## config.mk

```make
export PLATFORM = sky130hd
export DESIGN_NAME = pc_fetch_unit
export DESIGN_NICKNAME = d
export VERILOG_FILES = /design/src/rtl/proc_pkg.sv /design/src/rtl/pc_fetch_unit.sv
export SDC_FILE = /design/constraint.sdc
export NUM_CORES = 1
export LEC_CHECK = 0
export BUFFER_PORTS_ARGS = -buffer_cell sky130_fd_sc_hd__buf_2
export CORE_MARGIN = 3
export CORE_UTILIZATION = 30
export CTS_BUF_LIST = sky130_fd_sc_hd__clkbuf_16
export DETAILED_ROUTE_END_ITERATION = 8
export GPL_TIMING_DRIVEN = 0
export MAX_ROUTING_LAYER = met4
export SLEW_MARGIN = 15
export SYNTH_ARGS = -nofsm -noshare
export SYNTH_HDL_FRONTEND = slang
export SYNTH_SLANG_ARGS = --single-unit
```

## constraint.sdc

```tcl
create_clock -name clk -period 10.2 [get_ports clk]
set_input_delay 0.51 -clock clk [delete_from_list [all_inputs] [get_ports clk]]
set_output_delay 0.51 -clock clk [all_outputs]
set_load 0.02 [all_outputs]
```

## src/rtl/proc_pkg.sv

```systemverilog
// Shared processor definitions: datapath width, PC defaults and the
// fetch-stage state encoding.
package proc_pkg;

  localparam int unsigned DEFAULT_DATA_LENGTH = 32;
  localparam logic [31:0] DEFAULT_RESET_PC    = 32'h0000_0000;
  localparam logic [31:0] DEFAULT_PC_STEP     = 32'h0000_0004;

  typedef enum logic [1:0] {
    S_IDLE = 2'd0,
    S_REQ  = 2'd1,
    S_HOLD = 2'd2
  } fetch_state_e;

endpackage

```

## src/rtl/pc_fetch_unit.sv

```systemverilog
// PC register and instruction-fetch stage: issues req/ack fetches at pc,
// squashes wrong-path words and presents good ones to decode.
module pc_fetch_unit
  import proc_pkg::*;
#(
  parameter int unsigned                DATA_LENGTH = DEFAULT_DATA_LENGTH,
  parameter logic [DATA_LENGTH-1:0]     RESET_PC    = DATA_LENGTH'(DEFAULT_RESET_PC),
  parameter logic [DATA_LENGTH-1:0]     PC_STEP     = DATA_LENGTH'(DEFAULT_PC_STEP)
) (
  input  logic                   clk,
  input  logic                   rst,
  input  logic                   stall,
  input  logic                   redirect,
  input  logic [DATA_LENGTH-1:0] next_pc,
  input  logic                   imem_ack,
  input  logic [DATA_LENGTH-1:0] imem_rdata,
  output logic                   imem_req,
  output logic [DATA_LENGTH-1:0] imem_addr,
  output logic [DATA_LENGTH-1:0] pc,
  output logic [DATA_LENGTH-1:0] pc_plus_step,
  output logic [DATA_LENGTH-1:0] instr,
  output logic [DATA_LENGTH-1:0] instr_pc,
  output logic                   instr_valid
);

  fetch_state_e           state_q, state_d;
  logic [DATA_LENGTH-1:0] pc_q, pc_d;
  logic [DATA_LENGTH-1:0] instr_q, instr_d;
  logic [DATA_LENGTH-1:0] instr_pc_q, instr_pc_d;
  logic [DATA_LENGTH-1:0] redirect_pc_q, redirect_pc_d;
  logic                   instr_valid_q, instr_valid_d;
  logic                   imem_req_q, imem_req_d;
  logic                   kill_q, kill_d;
  logic                   redirect_pending_q, redirect_pending_d;

  assign pc_plus_step = pc_q + PC_STEP;
  assign pc           = pc_q;
  assign imem_addr    = pc_q;
  assign imem_req     = imem_req_q;
  assign instr        = instr_q;
  assign instr_pc     = instr_pc_q;
  assign instr_valid  = instr_valid_q;

  always_comb begin
    state_d            = state_q;
    pc_d               = pc_q;
    instr_d            = instr_q;
    instr_pc_d         = instr_pc_q;
    redirect_pc_d      = redirect_pc_q;
    instr_valid_d      = instr_valid_q;
    imem_req_d         = imem_req_q;
    kill_d             = kill_q;
    redirect_pending_d = redirect_pending_q;

    case (state_q)
      S_IDLE: begin
        state_d    = S_REQ;
        imem_req_d = 1'b1;
        if (redirect) begin
          pc_d = next_pc;
        end
      end

      S_REQ: begin
        if (imem_ack) begin
          // A redirect seen while waiting overrides the sequential next_pc,
          // unless a fresh redirect arrives together with the ack.
          pc_d               = redirect ? next_pc
                             : (redirect_pending_q ? redirect_pc_q : next_pc);
          kill_d             = 1'b0;
          redirect_pending_d = 1'b0;
          if (kill_q || redirect) begin
            state_d    = S_REQ;
            imem_req_d = 1'b1;
          end else begin
            instr_d       = imem_rdata;
            instr_pc_d    = pc_q;
            instr_valid_d = 1'b1;
            state_d       = S_HOLD;
            imem_req_d    = 1'b0;
          end
        end else if (redirect) begin
          redirect_pc_d      = next_pc;
          redirect_pending_d = 1'b1;
          kill_d             = 1'b1;
        end
      end

      S_HOLD: begin
        if (redirect) begin
          instr_valid_d = 1'b0;
          pc_d          = next_pc;
          state_d       = S_REQ;
          imem_req_d    = 1'b1;
        end else if (!stall) begin
          instr_valid_d = 1'b0;
          state_d       = S_REQ;
          imem_req_d    = 1'b1;
        end
      end

      default: begin
        state_d       = S_IDLE;
        imem_req_d    = 1'b0;
        instr_valid_d = 1'b0;
      end
    endcase
  end

  always_ff @(posedge clk or posedge rst) begin
    if (rst) begin
      state_q            <= S_IDLE;
      pc_q               <= RESET_PC;
      instr_q            <= '0;
      instr_pc_q         <= '0;
      redirect_pc_q      <= '0;
      instr_valid_q      <= 1'b0;
      imem_req_q         <= 1'b0;
      kill_q             <= 1'b0;
      redirect_pending_q <= 1'b0;
    end else begin
      state_q            <= state_d;
      pc_q               <= pc_d;
      instr_q            <= instr_d;
      instr_pc_q         <= instr_pc_d;
      redirect_pc_q      <= redirect_pc_d;
      instr_valid_q      <= instr_valid_d;
      imem_req_q         <= imem_req_d;
      kill_q             <= kill_d;
      redirect_pending_q <= redirect_pending_d;
    end
  end

endmodule
```

Word-level counts from Yosys, hierarchy flattened
Index checks and enable logic that the tools add are counted.
{ "op_classes": {"bitwise_logic": 3, "reduce_logical": 11, "n_eq_ne": 6, "add_sub_neg": 1, "n_mux": 22} }
{ "op_table": {"columns": ["op", "count"], "rows": [
  ["2-to-1 mux 32 bit", 4],
  ["one-hot mux 32 bit (2 select lines)", 1],
  ["adder 32 x 3 -> 32 bit (second input constant)", 1],
  ["2-to-1 mux 1 bit", 10],
  ["AND reduction 3 bit", 3],
  ["2-to-1 mux 2 bit", 4],
  ["one-hot mux 1 bit (3 select lines)", 2],
  ["one-hot mux 2 bit (3 select lines)", 1],
  ["inequality test 2 bit (second input constant)", 2],
  ["AND reduction 2 bit", 2],
  ["AND reduction 4 bit", 1],
  ["nonzero test 2 bit", 2],
  ["inequality test 3 bit (second input constant)", 1],
  ["inverter 1 bit", 3],
  ["== test 2 x 1 -> 1 bit (second input constant)", 1],
  ["== test 2 bit (second input constant)", 1],
  ["logical NOT 2 bit", 1],
  ["inequality test 2 x 1 -> 1 bit (second input constant)", 1],
  ["OR reduction 2 bit", 1],
  ["logical OR 1 bit", 1]
]} }
{ "word_totals": {"in_bits": 69, "register_bits": 133} }

Longest topological paths before layout
Gate-level depths: netlist of the first run.
{ "depth": {"depth_word": 4, "depth_mapped": 5} }

Worst setup path after synthesis of the first run
Ideal clock, no wire load.
{ "synth_path": {"kind": "reg-to-output", "start": "register pc_q[4], in the netlist imem_addr[4]", "end": "output pc_plus_step[25]", "stages_incl_launch_ff": 6, "path_buffers": 1, "arrival_time_ps": 1713, "path_slack_ps": 7977, "path_cell_list": "dfrtp_1 > and4_1 > and4_1 > buf_4 > nand4_1 > xnor2_1"} }
{ "synth_between": {"elab_chain_len": 1} }
{ "synth_lines": {"columns": ["element", "line_no", "rtl"], "rows": [
  ["start: declaration", "pc_fetch_unit.sv:27", "logic [DATA_LENGTH-1:0] pc_q, pc_d;"],
  ["start signal: assignment", "pc_fetch_unit.sv:123", "pc_q <= pc_d;"],
  ["adder 32 x 3 -> 32 bit", "pc_fetch_unit.sv:36", "assign pc_plus_step = pc_q + PC_STEP;"],
  ["end: declaration", "pc_fetch_unit.sv:20", "output logic [DATA_LENGTH-1:0] pc_plus_step,"]
]} }
No other way between the ends.

Final worst setup path of the first run
{ "layout_path": {"start": "register pc_q[2], in the netlist imem_addr[2]", "end": "output pc_plus_step[18]"} }
Same word-level chain as after synthesis.

==> results of run 1 <==
[critical path: cells and delay by family (launching register included)]
family        cells  cell delay, ps
fa+ha+maj         1             370
flops             1             620
simple gates      2             410
buf+inv           2             460
xor+xnor          1             170
[flip-flops by register name, summed over array words and instances, names as in the netlist]
name / cells
imem_addr: 32
instr: 32
instr_pc: 32
redirect_pc_q: 32
state_q: 2
instr_valid: 1
redirect_pending_q: 1
[worst min path at each step]
| stage | start | to | depth (start not counted) |
|---|---|---|---|
| floorplan | redirect_pc_q[10]$_DFFE_PP0P_ | redirect_pc_q[10]$_DFFE_PP0P_ | 1 |
| global placement | instr_valid$_DFFE_PP0P_ | instr_valid$_DFFE_PP0P_ | 1 |
| detailed placement | instr_valid$_DFFE_PP0P_ | instr_valid$_DFFE_PP0P_ | 1 |
| CTS | rst | state_q[1]$_DFFE_PP0P_ | 2 |
| global route | rst | instr[23]$_DFFE_PP0P_ | 2 |
| finish | rst | instr[23]$_DFFE_PP0P_ | 2 |
[stage by stage]
step,hold slack (ps),cell area [um^2],worst slack [ps],cells,utilization
2_1_floorplan,457,6270,6160,475,-
3_3_place_gp,455,7760,4300,975,0.381
3_5_place_dp,470,7790,7650,976,0.383
4_1_cts,148,8410,7200,1008,0.413
5_1_grt,169,8410,7050,1008,0.413
6_report,145,8410,7250,1008,0.413
[routing by layer]
layer | GRT usage | up-vias | part of all wire
met3 | 0.0343 | 7 | 0.060
li1 | - | 2143 | -
met5 | - | - | 0
met2 | 0.224 | 151 | 0.46
met4 | 0.0345 | 0 | 0.0093
met1 | 0.188 | 2206 | 0.47
[logic make-up (layout without fill, tap and decap cells)]
logic type | count (synthesis) | count (layout) | share of synthesized area
buffers and inverters | 62 | 325 | 0.0768
adder cells (fa/ha/maj) | 1 | 1 | 0.00199
AO/OA/AOI/OAI | 39 | 39 | 0.0335
flip-flops | 132 | 132 | 0.527
AND/OR/NAND/NOR | 85 | 85 | 0.0756
XOR/XNOR | 28 | 28 | 0.0391
multiplexers | 128 | 128 | 0.246
[cell type report]
| type | count | area, um^2 | share of cell area |
|---|---|---|---|
| Multi-Input combinational cell | 281 | 2490 | 0.296 |
| Timing Repair Buffer | 231 | 1180 | 0.140 |
| Clock inverter | 15 | 189 | 0.0225 |
| Sequential cell | 132 | 3300 | 0.393 |
| Tap cell | 270 | 338 | 0.0402 |
| Buffer | 57 | 463 | 0.0551 |
| Inverter | 5 | 26.3 | 0.00312 |
| Clock buffer | 17 | 425 | 0.0506 |
[report_power, final]
| part | internal (mW) | leakage, nW | total (mW) | switching, mW |
|---|---|---|---|---|
| Combinational | 0.563 | 2.37 | 1.25 | 0.690 |
| Clock | 0.407 | 0.295 | 0.638 | 0.231 |
| Sequential | 0.754 | 1.59 | 0.960 | 0.207 |
[cells in the final DEF, fill, tap and decap left out, drive strengths merged]
cell type / netlist / routed
a22oi: 1 / 1
bufinv: 0 / 4
mux2i: 32 / 32
a21o: 1 / 1
buf: 54 / 285
nand2: 42 / 42
a21oi: 3 / 3
clkbuf: 3 / 20
clkinv: 0 / 7
clkinvlp: 0 / 2
inv: 5 / 7
and4: 6 / 6
nor3: 1 / 1
and4b: 1 / 1
nor2: 1 / 1
nand4b: 2 / 2
and3: 7 / 7
xor2: 2 / 2
nor4b: 1 / 1
nand4: 12 / 12
nor2b: 1 / 1
mux2: 96 / 96
a41o: 1 / 1
xnor2: 26 / 26
nor4: 1 / 1
dfrtp: 132 / 132
and2: 1 / 1
o21ai: 33 / 33
nand3: 9 / 9
ha: 1 / 1
[Yosys cell counts (all sizes together), types with 5 or more instances]
library cell  number
buf               54
inv                5
nand3              9
mux2i             32
xnor2             26
mux2              96
o21ai             33
nand4             12
dfrtp            132
and4               6
and3               7
nand2             42
==> metrics.txt, run 1 <==
area leader, netlist=dfrtp_1; EDFF count, synth=0; number of H-tree levels=4; R2R setup slack=roughly 8400 ps; IO Pins=about 230; initial antenna violation count=0; pin count of the biggest net entering global routing=69; clock slew at reported path FFs=60 ps; ANT cells=0; nets=between 700 and 800; min cycle time layout=2950 ps; Main synth FF type=dfrtp_1; Initial Utilization=0.308; CTS tree=done; first-pass GRT wire length=approximately 25,000 um; First-pass DRT Iterations=4; Cell Area, Synth=6270 um^2; Layout fillers=a little under 2,000; setup violators final=0; Slew @ Worst Pin=570 ps; most frequent CP cell=buf_2; vias per cell=roughly 4.5; Setup TNS=0 ps; status=complete, no violations; Final Hold Vio Count=0; final WL=between 15,000 and 20,000 um; post-detail-place hpwl=between 10,000 and 15,000 um; number of global-route vias before repair=approximately 4,500; GP Congestion=about 0.73; RSZ-0062 raised after global routing=false; GR Overflow Total=0; WL per Instance=15.6 um; R2R Path End=imem_addr[12]$_DFFE_PP0P_; mean post-synth cell area=13.2 um^2; # port buffers=230; post_cts resized=0; Yosys top cell area share=0.527; P per Cell Area=between 300 and 400 nW/um^2; post-CTS setup buffers=0; CTS max path bufs=2; Cell Rows=52; Syn Nets=~550; Period Utilization, post-route=0.289; All-Layer GR Usage=0.143; core area=slightly above 20,000 um^2; WP data arrival=2440 ps; Chip Height=151 um; clock skew=just over 6 ps; Detail Route Antenna Nets=0; Die ar.=22,700 um^2; max_cap viols=0; critical path's slowest cell=dfrtp_1; DIE WIDTH=between 150 and 200 um; R2R cell count=4; critical path endpoint category=output port; layout cell share with drive strength beyond 1=0.556; hold_buf cts=0; Worst setup startpoint=imem_addr[2]$_DFFE_PP0P_; Vias=roughly 4,500; total CTS buffers=17; Critical Path Fanout Max=10; critical path's largest stage delay=roughly 620 ps; Async SR Flop Fraction=1.00; CP Cell Sequence=ha_1, and3_1, buf_2, nand4_1, xnor2_1, buf_2; WS Path Type=flop to output port; peak supply drop=0.148 mV; Yosys Warn Count=0; reg2reg start=state_q[0]$_DFFE_PP0P_; HP Class=input port to async pin; Tot Pwr=between 2 and 3 mW; fmax=0.339 GHz; post-synth cell types=35; Worst EP required=9690 ps; CP startpoint kind=flop; CP endpoint=pc_plus_step[18]; Lkg Pwr=~4.3 nW; DRT iter0 DRCs=just over 100; clk sinks=132; Seq/Total Area, Yosys=0.527; Area contributors post-synth=dfrtp_1 (53%), mux2_2 (9.3%), mux2_4 (9.1%), mux2i_1 (5.1%), buf_4 (4.4%); cells after synthesis=~480; root buffer cell=clkbuf_16; Synth-to-Final Area Change=34.1%; Clk Latency, worst-skew pair=roughly 410 ps; # DRC=0; synthesized flop and latch total=approximately 130; Final Slew Violations=0; Slew HR=0.617
No activity file was read; power rests on OpenSTA's default activity.
==> inputs of run 2 (changes only) <==
--- a/config.mk
+++ b/config.mk
@@ -5,6 +5,7 @@
 export SDC_FILE = /design/constraint.sdc
 export NUM_CORES = 1
 export LEC_CHECK = 0
+export ABC_AREA = 1
 export BUFFER_PORTS_ARGS = -buffer_cell sky130_fd_sc_hd__buf_2
 export CORE_MARGIN = 3
 export CORE_UTILIZATION = 30
==> constraint.sdc (replaced) <==
create_clock -name clk -period 2.9 [get_ports clk]
set_input_delay 0.145 -clock clk [delete_from_list [all_inputs] [get_ports clk]]
set_output_delay 0.145 -clock clk [all_outputs]
set_load 0.02 [all_outputs]
==> run 2 against run 1 <==
Against the previous run:
- core utilization grew 2.1 points
- clock-buffer cell count is the same
- first-iteration DRC count grew to 3.4 times the previous value
- cell area grew 9.5%
- routed wire length grew 36%
- die area grew 4.4%
- critical path depth is the same
- largest cell class unchanged
- via count grew 39%
- setup slack lost 6800 ps
- global-route usage grew 4.4 points
- hold slack lost 140 ps
==> metrics.txt, run 2 <==
Worst setup startpoint=imem_addr[3]$_DFFE_PP0P_; CP Cell Sequence=ha_1, nand3_1, nor2_1, nand3_1, xor2_1, buf_2; nets=1,165 (+47%); Top delay family on crit path=simple AND/OR/NAND/NOR gates; setup violators final=0 (unchanged); min cycle time layout=~2500 ps; WS Path Type=flop to output port; reg2reg start=state_q[0]$_DFFE_PP0P_; number of H-tree levels=4 (unchanged); core area=21,200 um^2 (+4.2%); most frequent cells in the layout=buf_2 (236), nand2_1 (227), dfrtp_1 (132), inv_1 (110), o21ai_1 (72); Vias=6,256 (+39%); # port buffers=230 (unchanged); clock skew=4.45 ps (-1.69 ps); All-Layer GR Usage=0.187 (+0.0438); Area contributors post-synth=dfrtp_1 (50%), nand2_1 (13%), inv_1 (6.3%), o21ai_1 (5.5%), buf_4 (4.2%); final WL=21,400 um (+36%); # DRC=0 (unchanged); Die ar.=23,700 um^2 (+4.4%); Slew @ Worst Pin=553 ps (-17.2 ps); CP startpoint kind=flop; Cell Rows=53 (+1.9%); Setup TNS=0 ps (unchanged); Yosys Warn Count=0 (unchanged); total CTS buffers=17 (unchanged); Final Core Density=0.434 (+0.0210); DIE WIDTH=154 um (+2.2%); vias per cell=4.52 (+1.2%); max_cap viols=0 (unchanged); First-pass DRT Iterations=5 (+1); met1 usage in global routing=0.247 (+0.0594); register area=3300 um^2 (unchanged); cells after synthesis=787 (+66%); placed inst area=8140 um^2 (+4.4%); fmax=between 0.4 and 0.5 GHz; met3 usage=0.0341 (-0.000261); status=complete, no violations; CP endpoint=pc_plus_step[16]; GP Congestion=0.853 (+17%); Main synth FF type=dfrtp_1; post-synth cell types=26 (-26%); Detail Route Antenna Nets=0 (unchanged); P per Cell Area=1160 nW/um^2 (+240%); Slew HR=0.632 (+0.0143); RSZ-0062 raised after global routing=false; Async SR Flop Fraction=1.00 (unchanged); R2R Path End=imem_addr[17]$_DFFE_PP0P_; most frequent CP cell=nand3_1; CTS max path bufs=2 (unchanged); critical path's slowest cell=dfrtp_1; CP Depth=6 (unchanged); HP Class=input port to flop; clk sinks=132 (unchanged); Worst EP required=2760 ps (-6930 ps); area leader, netlist=dfrtp_1; GR Overflow Total=0 (unchanged); Synth-to-Final Area Change=40.4%; Period Utilization, post-route=0.846; Final Hold Vio Count=0 (unchanged); R2R cell count=4 (unchanged); first-pass GRT wire length=34,100 um (+39%); Critical Path Fanout Max=6 (-4); commonest non-fill, non-tap cell in the layout=buf_2; Initial Utilization=0.309 (+0.00120); CTS tree=done; WP data arrival=2310 ps (-130 ps); global-route layer with the greatest usage=met2; Syn Nets=857 (+57%); Cell Area, Synth=6560 um^2 (+4.6%); worst hold margin=6.56 ps (-138 ps); pin count of the biggest net entering global routing=35 (-49%); Chip Height=154 um (+2.2%); EDFF count, synth=0 (unchanged); R2R setup slack=1260 ps (-7100 ps); Post-synth top cells=nand2_1 (227), dfrtp_1 (132), inv_1 (110); Layout fillers=2,178 (+11%); critical path's largest stage delay=490 ps (-130 ps); post-detail-place hpwl=16,000 um (+40%); IO Pins=231 (unchanged); cell with the most instances after synthesis=nand2_1; GR Util met2=0.297 (+0.0734); layout cell share with drive strength beyond 1=0.323 (-0.232); Yosys top cell area share=0.504 (-0.0232); Final Slew Violations=0 (unchanged); worst hold start=next_pc[19]; Tot Pwr=10.7 mW (+280%); DRT iter0 DRCs=343 (+240%); number of global-route vias before repair=6,275 (+39%); critical path endpoint category=output port; root buffer cell=clkbuf_16; WP buf/inv=1 (-1); synthesized flop and latch total=132 (unchanged); initial antenna violation count=0 (unchanged); Multi-input gate area=2310 um^2 (-6.9%); Lkg Pwr=4.92 nW (+16%); Clk Latency, worst-skew pair=420 ps (about the same); WL per Instance=15.5 um (-0.63%); mean post-synth cell area=8.34 um^2 (-37%); peak supply drop=0.646 mV (+340%); cell area after layout=9210 um^2 (+9.5%); ANT cells=0 (unchanged); clock slew at reported path FFs=60 ps (about the same); Seq/Total Area, Yosys=0.504 (-0.0232)
run 2: changes by cell type in the layout (fill, tap and decap cells not counted), sizes merged, moves of 46 or more:
cell	delta
mux2	-96
nor2	+46
dlygate4sd3	+55
inv	+105
nand2	+187
o21ai	+98
run 2: worst min-delay path by stage:
stage | end | slack [ps] | cells after the start
CTS | redirect_pc_q[19]$_DFFE_PP0P_ | 3 | 3
detailed placement | instr[28]$_DFFE_PP0P_ | 160 | 2
global placement | instr[18]$_DFFE_PP0P_ | 380 | 3
finish | redirect_pc_q[19]$_DFFE_PP0P_ | 7 | 3
floorplan | instr[27]$_DFFE_PP0P_ | 270 | 2
global route | redirect_pc_q[19]$_DFFE_PP0P_ | 5 | 3
run 2: stage by stage:
step / cells / worst slack [ps]
finish: 1383 / 447
global route: 1383 / 278
CTS: 1383 / 418
detailed placement: 1296 / 875
global placement: 1292 / 98.8
floorplan: 787 / 1120
run 2: timing repair:
action                                 in CTS  in global routing
buffers inserted                            0                  0
endpoints found under the hold margin      66                  0
gates resized for setup                     0                  0
hold buffers                               55                  0
run 2: cells by family after synthesis:
logic type | after synthesis | share of synthesized area
buffers and inverters | 178 | 0.144
AND/OR/NAND/NOR | 297 | 0.180
AO/OA/AOI/OAI | 164 | 0.150
flip-flops | 132 | 0.504
adder cells (fa/ha/maj) | 1 | 0.00191
XOR/XNOR | 15 | 0.0200
run 2: layer usage:
| layer | part of all wire | wire (um) | vias to the layer above |
|---|---|---|---|
| met1 | 0.45 | 9570 | 2946 |
| met2 | 0.48 | 10300 | 220 |
| met3 | 0.055 | 1180 | 24 |
| met5 | 0 | 0 | - |
| li1 | - | - | 3066 |
| met4 | 0.017 | 365 | 0 |
run 2: cell type report:
class                      instances  share of cell area
buffer                            67              0.0572
multi-input combinational        477               0.251
timing repair buffer             289               0.193
clock buffer                      17              0.0462
clock inverter                    15              0.0102
sequential                       132               0.359
inverter                         111              0.0457
tap                              275              0.0374
run 2: where the power goes:
part | internal, mW | switching [mW] | leakage, nW | total, mW
clock | 1.08 | 0.820 | 0.253 | 1.90
combinational | 1.91 | 3.41 | 3.03 | 5.33
sequential | 2.71 | 0.769 | 1.64 | 3.48
run 2: worst reg2reg max path, cell delays in order, from the launching register on:
cell and delay, ps:
dfrtp_1 430, nand3_2 290, clkbuf_1 330, o211ai_1 310, o21ai_0 140
